<file path="src/rtl/quad_step_decoder_if.sv">
// Quadrature decoder bus: encoder phases in, step/direction/error pulses out.
interface quad_step_decoder_if;
  logic enc_a;
  logic enc_b;
  logic step;
  logic up;
  logic err;

  modport master (output enc_a, enc_b, input step, up, err);
  modport slave  (input enc_a, enc_b, output step, up, err);
endinterface

</file>
<file path="src/rtl/quad_step_decoder.sv">
// Quadrature A/B to step/direction decoder with synchroniser, glitch filter and INIT settle.
// Optional x1 mode (one step per full cycle, on entry to 00) when QUAD_X1_EN is defined.
module quad_step_decoder #(
  parameter int SYNC_STAGES = 2,
  parameter int FILT_LEN    = 4
) (
  input  logic               clk,
  input  logic               reset_n,
  quad_step_decoder_if.slave bus
);

  localparam int CNT_W  = $clog2(FILT_LEN) + 1;
  localparam int SETTLE = SYNC_STAGES + FILT_LEN;
  localparam int SET_W  = $clog2(SETTLE + 1);

  typedef enum logic {INIT, TRACK} state_e;

  // Channel index 1 = A, 0 = B, so {A,B} packs naturally into [1:0].
  logic [SYNC_STAGES-1:0] sync_q [2];
  logic [SYNC_STAGES-1:0] sync_d [2];
  logic [CNT_W-1:0]       cnt_q  [2];
  logic [CNT_W-1:0]       cnt_d  [2];
  logic [1:0]             enc_ab, sync_ab;
  logic [1:0]             filt_ab_q, filt_ab_d;
  logic [1:0]             prev_ab_q, prev_ab_d;
  logic [SET_W-1:0]       settle_q, settle_d;
  state_e                 state_q, state_d;
  logic                   step_q, step_d;
  logic                   up_q, up_d;
  logic                   err_q, err_d;
  logic                   mv_legal, mv_up, mv_err;

  assign enc_ab  = {bus.enc_a, bus.enc_b};
  assign sync_ab = {sync_q[1][SYNC_STAGES-1], sync_q[0][SYNC_STAGES-1]};

  // Synchroniser shift and per-channel glitch filter.
  always_comb begin
    // NOTE: every always_comb output gets a default first so no path can infer a latch.
    filt_ab_d = filt_ab_q;
    for (int ch = 0; ch < 2; ch++) begin
      sync_d[ch] = {sync_q[ch][SYNC_STAGES-2:0], enc_ab[ch]};
      cnt_d[ch]  = cnt_q[ch];
      if (sync_ab[ch] == filt_ab_q[ch]) begin
        cnt_d[ch] = '0;
      end else if (cnt_q[ch] == CNT_W'(FILT_LEN - 1)) begin
        filt_ab_d[ch] = sync_ab[ch];
        cnt_d[ch]     = '0;
      end else begin
        cnt_d[ch] = cnt_q[ch] + CNT_W'(1);
      end
    end
  end

  // Transition classifier on {prev_ab, filt_ab}.
  always_comb begin
    mv_legal = 1'b0;
    mv_up    = 1'b0;
    mv_err   = 1'b0;
    case ({prev_ab_q, filt_ab_q})
      4'b0001, 4'b0111, 4'b1110, 4'b1000: begin mv_legal = 1'b1; mv_up = 1'b1; end
      4'b0010, 4'b1011, 4'b1101, 4'b0100: begin mv_legal = 1'b1; mv_up = 1'b0; end
      4'b0011, 4'b0110, 4'b1001, 4'b1100: mv_err = 1'b1;
      default: ;
    endcase
  end

  always_comb begin
    state_d   = state_q;
    settle_d  = settle_q;
    prev_ab_d = filt_ab_q;
    step_d    = 1'b0;
    err_d     = 1'b0;
    up_d      = up_q;
    case (state_q)
      INIT: begin
        // Follow the next filtered value so the settled resting level is never decoded as a move.
        prev_ab_d = filt_ab_d;
        if (settle_q == SET_W'(SETTLE - 1)) begin
          state_d = TRACK;
        end else begin
          settle_d = settle_q + SET_W'(1);
        end
      end
      TRACK: begin
        err_d = mv_err;
`ifdef QUAD_X1_EN
        if (mv_legal && (filt_ab_q == 2'b00)) begin
          step_d = 1'b1;
          up_d   = mv_up;
        end
`else
        if (mv_legal) begin
          step_d = 1'b1;
          up_d   = mv_up;
        end
`endif
      end
      default: state_d = INIT;
    endcase
  end

  always_ff @(posedge clk or negedge reset_n) begin
    if (!reset_n) begin
      for (int ch = 0; ch < 2; ch++) begin
        sync_q[ch] <= '0;
        cnt_q[ch]  <= '0;
      end
      filt_ab_q <= 2'b00;
      prev_ab_q <= 2'b00;
      settle_q  <= '0;
      state_q   <= INIT;
      step_q    <= 1'b0;
      up_q      <= 1'b1;
      err_q     <= 1'b0;
    end else begin
      // NOTE: non-blocking assignments keep every flop sampling pre-edge values.
      for (int ch = 0; ch < 2; ch++) begin
        sync_q[ch] <= sync_d[ch];
        cnt_q[ch]  <= cnt_d[ch];
      end
      filt_ab_q <= filt_ab_d;
      prev_ab_q <= prev_ab_d;
      settle_q  <= settle_d;
      state_q   <= state_d;
      step_q    <= step_d;
      up_q      <= up_d;
      err_q     <= err_d;
    end
  end

  assign bus.step = step_q;
  assign bus.up   = up_q;
  assign bus.err  = err_q;

endmodule
</file>
<file path="src/flat_wrapper.sv">
// flat-port wrapper written by rule: the top's interface ports become plain ports
module quad_step_decoder_flat 
#(
  parameter int SYNC_STAGES = 2,
  parameter int FILT_LEN    = 4
)
  (clk, reset_n, bus_enc_a, bus_enc_b, bus_step, bus_up, bus_err);
  quad_step_decoder_if bus_i ();
  input  logic clk;
  input  logic reset_n;
  input wire logic [$bits(bus_i.enc_a)-1:0] bus_enc_a;
  input wire logic [$bits(bus_i.enc_b)-1:0] bus_enc_b;
  output wire logic [$bits(bus_i.step)-1:0] bus_step;
  output wire logic [$bits(bus_i.up)-1:0] bus_up;
  output wire logic [$bits(bus_i.err)-1:0] bus_err;
  assign bus_i.enc_a = bus_enc_a;
  assign bus_i.enc_b = bus_enc_b;
  assign bus_step = bus_i.step;
  assign bus_up = bus_i.up;
  assign bus_err = bus_i.err;
  quad_step_decoder #(.SYNC_STAGES(SYNC_STAGES), .FILT_LEN(FILT_LEN)) u_core (.clk(clk), .reset_n(reset_n), .bus(bus_i));
endmodule
</file>
<file path="config.mk">
export PLATFORM = sky130hd
export DESIGN_NAME = quad_step_decoder_flat
export DESIGN_NICKNAME = d
export VERILOG_FILES = /design/src/rtl/quad_step_decoder_if.sv /design/src/rtl/quad_step_decoder.sv /design/src/flat_wrapper.sv
export SDC_FILE = /design/constraint.sdc
export NUM_CORES = 1
export LEC_CHECK = 0
export CAP_MARGIN = 0
export CORE_MARGIN = 4
export CORE_UTILIZATION = 36
export DETAILED_ROUTE_END_ITERATION = 12
export PLACE_DENSITY = 0.64
export SLEW_MARGIN = 20
export SYNTH_ARGS = -nofsm -noshare
export SYNTH_HDL_FRONTEND = slang
export SYNTH_SLANG_ARGS = --single-unit
</file>
<file path="constraint.sdc">
create_clock -name clk -period 1.8 [get_ports clk]
set_clock_uncertainty 0.15 [all_clocks]
set_input_delay 0.27 -clock clk [delete_from_list [all_inputs] [get_ports clk]]
set_output_delay 0.27 -clock clk [all_outputs]
set_load 0.02 [all_outputs]
</file>
# Yosys cells after proc, flatten, opt, wreduce, memory -nomap -nowiden
# Cells that the tools add are included.
# word_totals
wordCells	55
in_bits	4
reg_bits	21
# classes
n_reduce_logical	5
n_bitwise	2
mux	17
addsub	3
n_eq_ne	17
# op_table
cell	count
equality test 4 bit (second input constant)	6
equality test 4 x 3 -> 1 bit (second input constant)	3
2-to-1 mux 1 bit	12
2-to-1 mux 3 bit	4
adder 3 x 1 -> 3 bit (second input constant)	3
equality test 4 x 2 -> 1 bit (second input constant)	2
OR reduction 4 bit	2
OR reduction 8 bit	1
equality test 3 x 2 -> 1 bit (second input constant)	2
equality test 4 x 1 -> 1 bit (second input constant)	1
AND reduction 2 bit	2
equality test 3 bit (second input constant)	1
equality test 1 bit	2
2-to-1 mux 2 bit	1
NOT 1 bit	2

# Depth between registers and ports, before layout
# Gate-level depths: netlist (run 1).
# logic_depth
ltp_word	5
mapped_depth	5

# Least setup slack after synthesis (run 1)
# OpenSTA, ideal clock, no wires.
# synth_timing
kind	flip-flop to flip-flop
start	register u_core.cnt_q[0] in the netlist's numbering
end	register u_core.prev_ab_q[1]
path_buffers	0
stages_incl_launch_ff	5
arrival_ps	1153
synth_period_minus_slack_ps	1430
setup_slack_ps	370
required_time_ps	1523
cell_sequence	dfrtp_1 -> ha_1 -> nor2b_1 -> and2_1 -> mux2_1
# synth_via
elab_chain_cells	4
# synth_rtl
item	line	source
start, declared	quad_step_decoder.sv:21	logic [CNT_W-1:0] cnt_q [2];
start signal, assigned by index	quad_step_decoder.sv:119	cnt_q[ch] <= cnt_d[ch];
equality test 3 x 2 -> 1 bit	quad_step_decoder.sv:45	end else if (cnt_q[ch] == CNT_W'(FILT_LEN - 1)) begin
2-to-1 mux 1 bit	quad_step_decoder.sv:45	
2-to-1 mux 1 bit	quad_step_decoder.sv:43	if (sync_ab[ch] == filt_ab_q[ch]) begin
2-to-1 mux 2 bit	quad_step_decoder.sv:74	case (state_q)
via u_core.prev_ab_d[1]	quad_step_decoder.sv:25	logic [1:0] prev_ab_q, prev_ab_d;
end signal, assigned	quad_step_decoder.sv:122	prev_ab_q <= prev_ab_d;
end, declared	quad_step_decoder.sv:25	
# The timed path passes the listed nets, and every way through them passes these cells.
# A chain may end at the register's enable or synchronous reset.

# Final worst setup path (run 1)
# layout_timing
start	register u_core.err_q (netlist: u_core.bus.err)
end	output port bus_err
# layout_lines
item	line	source
start, declared	quad_step_decoder.sv:30	logic err_q, err_d;
start signal, assigned	quad_step_decoder.sv:127	err_q <= err_d;
end, declared	flat_wrapper.sv:15	output wire logic [$bits(bus_i.err)-1:0] bus_err;
# No word-level cell between the ends.

==> results of run 1 <==
==> routing by layer <==
layer  GRT usage (%)  vias to the layer above  wire [um]
li1                -                      222          -
met1            8.53                      229        449
met2            13.9                       10        577
met3            4.87                        2         69
met4            3.05                        0         17
met5               0                        -          0
==> state kept, by name, summed over array words and instances, names as in the netlist <==
name / count
u_core.cnt_q: 6
u_core.settle_q: 3
u_core.filt_ab_q: 2
u_core.prev_ab_q: 2
u_core.sync_ab: 2
u_core.sync_d: 2
u_core.bus.err: 1
u_core.bus.step: 1
u_core.bus.up: 1
u_core.state_q: 1
==> worst max-delay path by stage <==
stage,end,start
after floorplan,u_core.prev_ab_q[1]$_DFF_PN0_,u_core.cnt_q[0]$_DFF_PN0_
after global placement,bus_up,u_core.bus.up$_DFFE_PN1P_
after detailed placement,u_core.prev_ab_q[1]$_DFF_PN0_,u_core.cnt_q[0]$_DFF_PN0_
after CTS,bus_err,u_core.bus.err$_DFF_PN0_
after global routing,bus_err,u_core.bus.err$_DFF_PN0_
final,bus_err,u_core.bus.err$_DFF_PN0_
==> kinds of logic (layout without fill, tap and decap cells) <==
kind of cell             Yosys count  count (layout)  synth area share (%)
flip-flops                        21              21                  63.8
multiplexers                       4               4                  5.45
AND/OR/NAND/NOR                   14              14                  10.6
XOR/XNOR                           8               8                  8.49
buffers and inverters              2              13                 0.909
adder cells (fa/ha/maj)            4               4                  6.06
AO/OA/AOI/OAI                      7               7                  4.70
==> Yosys cell counts (all sizes together) <==
cell    instances  share of area (%)
a21oi           3                1.8
and2            2                1.5
dfstp           1                3.2
o21ai           2                1.2
a31oi           1               0.76
nor2            1               0.45
ha              4                6.1
mux2            4                5.5
nor3b           5                4.5
inv             2               0.91
xor2            1                1.1
nor2b           3                2.3
xnor2           7                7.4
nor3            1               0.61
nand2           1               0.45
a21o            1               0.91
nand2b          1               0.76
dfrtp          20                 61
==> where the power goes <==
part,internal (mW),switching (mW),total (mW)
logic,0.260,0.202,0.461
clock network,0.0828,0.134,0.217
registers,0.603,0.0906,0.693
==> through the flow <==
stage / util, % / worst slack, ns
after floorplan: - / 0.370
after detailed placement: 42.4 / 0.250
after global placement: 42.4 / 0.269
after CTS: 43.6 / 0.124
final: 43.6 / 0.150
after global routing: 43.6 / 0.106
==> cell type report <==
type | count | area [um2] | share of cell area (%)
clock inverters | 1 | 5.00 | 0.524
clock buffers | 3 | 22.5 | 2.36
well taps | 28 | 35.0 | 3.67
inverters | 2 | 7.51 | 0.786
flip-flops and latches | 21 | 527 | 55.2
multi-input cells | 37 | 292 | 30.5
repair buffers | 7 | 66.3 | 6.95
==> out/qor.yml, run 1 <==
cts:
  h-tree-depth: 1
  cts_buffer_depth: 2
  hold_buffers: 0
  cts_setup_buffers: 0
  cts_num_sinks: 21
  clkLatencyLatePin_ns: 0.30
  cts_root_buffer: "clkbuf_4"
  path_clk_slew_ns: 0.11
  cts_tree: "yes"
  cts_buffers: 3
  cts-resized-gates: 1
pwr:
  p_leak_nw: 0.410
  power_mw: 1.37
  ir_drop_mv: 0.846
  power.density_nw_per_um2: 1440
global_routing:
  grt_overflow_total: 0
  grt.total_usage_pct: 8.28
  grt_pass1_vias: 478
  grt_max_degree: 15
  grt_pass1_wl_um: 1960
  antenna_found_initial: 0
logic_synthesis:
  syn-cell-area_um2: 826
  synth_seq_area_share_pct: 63.8
  avgSynthCellArea_um2: 13.8
  synthCells: 60
  synth_warnings: 0
  yosys_register_bits: 21
  ys_types: 19
  syn-num-nets: 68
route:
  vias_per_cell: 4.68
  drt_pass1_iterations: 2
  totalWireLength_um: 1110
  wl_per_cell_um: 11.2
  drt-initial-drc-count: 1
  final_antenna_net_count: 0
  drc_errors: 0
  vias: 463
flow_run:
  maxCapViolations: 0
critical_path:
  ff2ff_setup_slack_ns: 0.24
  worstPathArrival_ns: 1.23
  worstPathMaxFanout: 1
  crit_family: "buffers and inverters"
  crit_buf_inv: 1
  path_cells: "clkdlybuf4s50_1"
  crit_cells: 1
  crit_path_max_incr_delay_ns: 0.60
  r2r-end: "u_core.prev_ab_q[1]$_DFF_PN0_"
  rr_worst_depth: 4
  worst_path_max_delay_cell: "clkdlybuf4s50_1"
  r2r-start: "u_core.cnt_q[0]$_DFF_PN0_"
  required_ns: 1.38
  start_kind: "flop"
  cp-end-kind: "primary output"
  crit_type: "flop to primary output"
floorplan:
  die_h_um: 55.9
  initial_utilization_pct: 37.7
  die_w_um: 55.9
  coreArea_um2: 2190
  num_rows: 17
  die-area_um2: 3120
  ios: 7
final_layout:
  instances_no_fill: 99
  mostFrequentLayoutCells: "20 x dfrtp_1, 7 x xnor2_1, 5 x nor3b_1, 5 x clkdlybuf4s50_1, 4 x ha_1"
  drive_above_1_share_pct: 11.3
  postLayoutCellArea_um2: 955
  area_delta_synth_final_pct: 15.6
  layout_commonest_cell: "dfrtp_1"
  nFillCells: 199
  antenna_cells: 0
  nets: 80
timing:
  worst_slew_pin_slew_ns: 0.354
  grt_setup_unrepaired: "false"
  tns_ns: 0
  final.period_utilization_pct: 91.7
  max_freq_ghz: 0.606
  post-route-min-period_ns: 1.65
  hold_viol: 0
  relSlewSlack_pct: 76.3
  hold_ws_ns: 0.0800
  setup_viol: 0
  slew_viol_final: 0
placement:
  gp_congestion: 0.669
  place_area_um2: 928
  place_inst: 95
  io_buffers: 6
run_status:
  status: "complete, no violations"
hold_path:
  hold_path.class: "input pin to async pin"
(Power assumes the default switching activity.)
==> inputs of run 2 (changes only) <==
--- a/config.mk
+++ b/config.mk
@@ -10,6 +10,7 @@
 export CORE_UTILIZATION = 36
 export DETAILED_ROUTE_END_ITERATION = 12
 export PLACE_DENSITY = 0.64
+export SETUP_SLACK_MARGIN = 0.5
 export SLEW_MARGIN = 20
 export SYNTH_ARGS = -nofsm -noshare
 export SYNTH_HDL_FRONTEND = slang
==> run 2 against run 1 <==
Die area stayed put. Non-clock buffer count is 4 higher. Sequential power is 0.7% higher. Worst hold slack better by 0.073 ns. Sequential cell count stayed put. Power is 6.4% higher. First-iteration DRC count grew to 6.0 times the previous value. Clock power hardly changed. Combinational power is 18% higher. Register-to-register slack better by 0.17 ns. Critical path depth is 3 higher. Global-route usage is 0.13 points lower.
==> out/qor.yml, run 2 (same netlist as run 1, synthesis figures left out) <==
critical_path:
  crit_path_max_incr_delay_ns: 0.37
  worstPathMaxFanout: 3
  required_ns: 1.84
  cp-end-kind: "flop"
  ff2ff_setup_slack_ns: 0.41
  worst_path_max_delay_cell: "dfrtp_1"
  r2r-end: "u_core.prev_ab_q[1]$_DFF_PN0_"
  crit_family: "flip-flops"
  worstPathArrival_ns: 1.43
  cp-startpoint: "u_core.cnt_q[0]$_DFF_PN0_"
  crit_type: "flop to flop"
  crit_cells: 4
  rr_worst_depth: 4
  r2r-start: "u_core.cnt_q[0]$_DFF_PN0_"
  start_kind: "flop"
  crit_buf_inv: 0
  path_cells: "ha_2 -> nor2b_4 -> and2_4 -> mux2_4"
  endpoint: "u_core.prev_ab_q[1]$_DFF_PN0_"
route:
  totalWireLength_um: 1080
  final_antenna_net_count: 0
  vias: 461
  vias_per_cell: 4.48
  drt_pass1_iterations: 4
  drc_errors: 0
  drt-initial-drc-count: 6
  wl_per_cell_um: 10.5
pwr:
  power.density_nw_per_um2: 1420
  power_mw: 1.46
  p_sw_mw: 0.449
  p_leak_nw: 0.438
  clkPwrFrac_pct: 14.8
  sw_frac_of_total_pct: 30.8
  share_comb_of_total_power_pct: 37.3
  ir_drop_mv: 0.575
  pwr-share-seq_pct: 47.9
  p_int_mw: 1.01
global_routing:
  grt_pass1_wl_um: 1940
  grt_overflow_total: 0
  grt_max_degree: 22
  antenna_found_initial: 0
  grt_pass1_vias: 480
  grt.total_usage_pct: 8.14
floorplan:
  coreArea_um2: 2190
  die_h_um: 55.9
  initial_utilization_pct: 37.7
  die_w_um: 55.9
  die-area_um2: 3120
  num_rows: 17
  ios: 7
cts:
  cts_root_buffer: "clkbuf_4"
  cts_num_sinks: 21
  cts_buffer_depth: 2
  cts_buffers: 3
  clkLatencyLatePin_ns: 0.30
  cts_tree: "yes"
  path_clk_slew_ns: 0.11
  h-tree-depth: 1
final_layout:
  mostFrequentLayoutCells: "20 x dfrtp_1, 7 x xnor2_1, 5 x nor3b_1, 5 x buf_4"
  nets: 84
  drive_above_1_share_pct: 30.7
  largest_reg_flops: 6
  top_register: "u_core.cnt_q"
  layout_commonest_cell: "dfrtp_1"
  multi_input_area_um2: 339
  area_delta_synth_final_pct: 24.1
  seq_area_um2: 527
  antenna_cells: 0
  postLayoutCellArea_um2: 1020
  nFillCells: 191
  reg_top3: "u_core.cnt_q x6, u_core.settle_q x3"
timing:
  slew_viol_final: 0
  post-route-min-period_ns: 1.39
  hold_viol: 0
  max_freq_ghz: 0.720
  worst_slew_pin_slew_ns: 0.264
  setup_viol: 0
  grt_setup_unrepaired: "true"
  tns_ns: 0
  relSlewSlack_pct: 82.3
  final.period_utilization_pct: 77.2
placement:
  place_area_um2: 945
  hpwl_um: 746
  gp_congestion: 0.647
  io_buffers: 6
hold_path:
  hold_path.class: "input pin to async pin"
run_status:
  status: "complete, no violations"
flow_run:
  maxCapViolations: 0
-- run 2: changes by cell type in the layout (fill, tap and decap cells not counted), sizes merged --
cell           previous run  this run
buf                       1         8
clkdlybuf4s50             5         3
dlygate4sd2               1         0
-- run 2: what timing repair did --
item                       4_1_cts  5_1_grt
gates cloned                     0        0
pin swaps                        2        2
buffers inserted                 2        2
resized for setup               17        4
hold buffers                     0        0
setup endpoints to repair        7        5
-- run 2: worst reg2reg max path, stage by stage (launching register included) --
cell and delay (ns):
dfrtp_1 0.37, ha_2 0.18, nor2b_4 0.16, and2_4 0.15, mux2_4 0.28
-- run 2: power by group through the flow --
stage	sequential, mW	combinational [mW]	clock, mW
2_1_floorplan	0.728	0.327	0
3_3_place_gp	0.699	0.481	0
3_5_place_dp	0.700	0.490	0
4_1_cts	0.695	0.516	0.229
5_1_grt	0.711	0.618	0.254
6_report	0.698	0.544	0.217
-- run 2: worst min path at each step --
| stage | from | to | slack, ns | cells past startpoint |
|---|---|---|---|---|
| after floorplan | reset_n | u_core.bus.err$_DFF_PN0_ | -0.18 | 0 |
| after global routing | reset_n | u_core.cnt_q[3]$_DFF_PN0_ | 0.16 | 2 |
| after CTS | reset_n | u_core.sync_ab[1]$_DFF_PN0_ | 0.15 | 2 |
| after global placement | u_core.sync_d[1]$_DFF_PN0_ | u_core.sync_ab[1]$_DFF_PN0_ | 0.18 | 0 |
| final | reset_n | u_core.sync_ab[1]$_DFF_PN0_ | 0.15 | 2 |
| after detailed placement | u_core.sync_d[3]$_DFF_PN0_ | u_core.sync_ab[0]$_DFF_PN0_ | 0.19 | 0 |
-- run 2: layout make-up --
class                           instances  share of cell area [%]
Clock inverter                          1                   0.488
Tap cell                               28                    3.42
Inverter                                2                   0.733
Sequential cell                        21                    51.4
Clock buffer                            3                    2.20
Timing Repair Buffer                   11                    8.67
Multi-Input combinational cell         37                    33.1
-- run 2: stage by stage --
step	hold WS (ns)	worst slack, ns	utilization (%)	cells
finish	0.153	0.411	46.8	103
floorplan	-0.176	0.456	-	60
CTS	0.147	0.383	45.5	101
global route	0.157	0.376	46.8	103
detailed placement	0.187	0.267	43.1	95
global placement	0.182	0.272	43.1	95
-- run 2: per-layer routing --
metal  wire, um  global-route usage, %
met1        532                   8.12
met2        484                   13.7
met3         49                   5.10
met4         12                   3.05
met5          0                      0
==> inputs of run 3 (changes only) <==
==> constraint.sdc (replaced) <==
create_clock -name clk -period 1.33 [get_ports clk]
set_clock_uncertainty 0.15 [all_clocks]
set_input_delay 0.1995 -clock clk [delete_from_list [all_inputs] [get_ports clk]]
set_output_delay 0.1995 -clock clk [all_outputs]
set_load 0.02 [all_outputs]
==> run 3 against run 2 <==
The flow now finishes with violations (setup timing). Non-clock buffer count rose by 13. Power up 65%. Final cell count increased by 13%. Via count increased by 17%. Global-route usage grew 2.4 points. Sequential cell count stayed put. Maximum frequency fell by 1.5%. Design area up 24%. Largest cell class unchanged.
==> out/qor.yml, run 3 (same netlist as run 1, synthesis figures left out) <==
placement:
  place_inst: 101
  gp_congestion: 0.658
  io_buffers: 6
  hpwl_um: 855
final_layout:
  reg_top3: "u_core.cnt_q x6, u_core.settle_q x3"
  nets: 97
  largest_reg_flops: 6
  area_delta_synth_final_pct: 54.1
  drive_above_1_share_pct: 62.5
  mostFrequentLayoutCells: "15 x dfrtp_1, 12 x buf_4, 9 x buf_6"
  layout_commonest_cell: "dfrtp_1"
  antenna_cells: 0
  nFillCells: 174
  top_register: "u_core.cnt_q"
  instances_no_fill: 116
critical_path:
  ff2ff_setup_slack_ns: -0.08
  required_ns: 1.38
  worstPathArrival_ns: 1.46
  cp-end-kind: "flop"
  r2r-end: "u_core.prev_ab_q[1]$_DFF_PN0_"
  crit_type: "flop to flop"
  start_kind: "flop"
  worstPathMaxFanout: 3
  rr_worst_depth: 4
  r2r-start: "u_core.cnt_q[0]$_DFF_PN0_"
global_routing:
  grt.total_usage_pct: 10.5
  grt_max_degree: 14
  grt_pass1_wl_um: 2470
  antenna_found_initial: 0
  grt_pass1_vias: 597
  grt_overflow_total: 0
timing:
  hold_ws_ns: 0.0429
  relSlewSlack_pct: 81.4
  max_freq_ghz: 0.709
  worst_slew_pin_slew_ns: 0.278
  final.period_utilization_pct: 106
  tns_ns: -0.200
  hold_viol: 0
  setup_viol: 3
  post-route-min-period_ns: 1.41
  grt_setup_unrepaired: "true"
  worst_slack_ns: -0.0804
  slew_viol_final: 0
cts:
  cts_root_buffer: "clkbuf_4"
  cts_buffers: 3
  cts_buffer_depth: 2
  h-tree-depth: 1
  cts_num_sinks: 21
  path_clk_slew_ns: 0.11
  cts_tree: "yes"
  hold_buffers: 0
  clkLatencyLatePin_ns: 0.30
pwr:
  p_leak_nw: 0.548
  p_int_mw: 1.66
  pwr-share-seq_pct: 41.3
  ir_drop_mv: 0.996
  power_mw: 2.41
  share_comb_of_total_power_pct: 45.9
  p_sw_mw: 0.755
  power.density_nw_per_um2: 1900
  sw_frac_of_total_pct: 31.3
  clkPwrFrac_pct: 12.7
hold_path:
  hold_path.class: "input pin to async pin"
route:
  drc_errors: 0
  wl_per_cell_um: 11.8
  vias_per_cell: 4.64
  drt-initial-drc-count: 3
  final_antenna_net_count: 0
  totalWireLength_um: 1370
  vias: 538
  drt_pass1_iterations: 2
run_status:
  violations: "setup timing"
  status: "finished with violations"
flow_run:
  maxCapViolations: 0
floorplan:
  die-area_um2: 3120
  ios: 7
  coreArea_um2: 2190
  initial_utilization_pct: 37.7
  die_h_um: 55.9
  num_rows: 17
  die_w_um: 55.9
==> run 3: cell count changes in the layout (fill, tap and decap cells not counted), moves of 4 or more <==
cell,previous run,this run
buf_4,5,12
buf_6,1,9
dfrtp_1,20,15
dfrtp_2,0,5
nor3b_1,5,1
nor3b_2,0,4
xnor2_1,7,3
==> run 3: metrics by stage <==
step	setup WS, ns	util (%)	instance area (um2)
6_report	-0.0804	58.1	1270
3_3_place_gp	-0.116	47.4	1040
2_1_floorplan	-0.0138	-	891
3_5_place_dp	-0.114	47.4	1040
4_1_cts	-0.0711	55.7	1220
5_1_grt	-0.128	58.1	1270
==> run 3: worst max-delay path by stage <==
stage,startpoint,end,depth (start not counted)
after global placement,u_core.bus.up$_DFFE_PN1P_,bus_up,1
after global routing,u_core.cnt_q[0]$_DFF_PN0_,u_core.prev_ab_q[1]$_DFF_PN0_,4
final,u_core.cnt_q[0]$_DFF_PN0_,u_core.prev_ab_q[1]$_DFF_PN0_,4
after detailed placement,u_core.bus.up$_DFFE_PN1P_,bus_up,1
after floorplan,u_core.cnt_q[0]$_DFF_PN0_,u_core.prev_ab_q[1]$_DFF_PN0_,4
after CTS,u_core.cnt_q[0]$_DFF_PN0_,u_core.prev_ab_q[1]$_DFF_PN0_,4
==> run 3: critical path: stages, from the launching register on <==
cell     delay [ns]
dfrtp_1        0.38
ha_2           0.19
nor2b_4        0.16
and2_4         0.15
mux2_4         0.28
==> run 3: power groups by stage <==
stage	sequential [mW]	clock (mW)	combinational (mW)
floorplan	1.03	0	0.517
finish	0.997	0.307	1.11
global route	1.03	0.343	1.23
global placement	0.982	0	0.788
detailed placement	0.986	0	0.809
CTS	1.01	0.320	0.991
==> run 3: cell type report <==
| cell class | count | area, um2 | share of cell area (%) |
|---|---|---|---|
| Tap cell | 28 | 35.0 | 2.75 |
| Multi-Input combinational cell | 37 | 449 | 35.3 |
| Inverter | 2 | 7.51 | 0.590 |
| Clock buffer | 4 | 26.3 | 2.06 |
| Timing Repair Buffer | 24 | 221 | 17.4 |
| Sequential cell | 21 | 533 | 41.9 |
==> run 3: repair_timing <==
item / in CTS / in global routing
buffers inserted: 7 / 4
resized for setup: 38 / 6
pin swaps: 14 / 9
gates cloned: 0 / 0
setup endpoints to repair: 20 / 20
==> run 3: per-layer routing <==
layer / wire length [um] / GRT usage [%] / vias to the layer above
met5: 0 / 0 / -
met4: 51 / 8.14 / 0
met3: 47 / 2.09 / 5
met2: 724 / 18.1 / 9
met1: 545 / 11.1 / 267
li1: - / - / 257
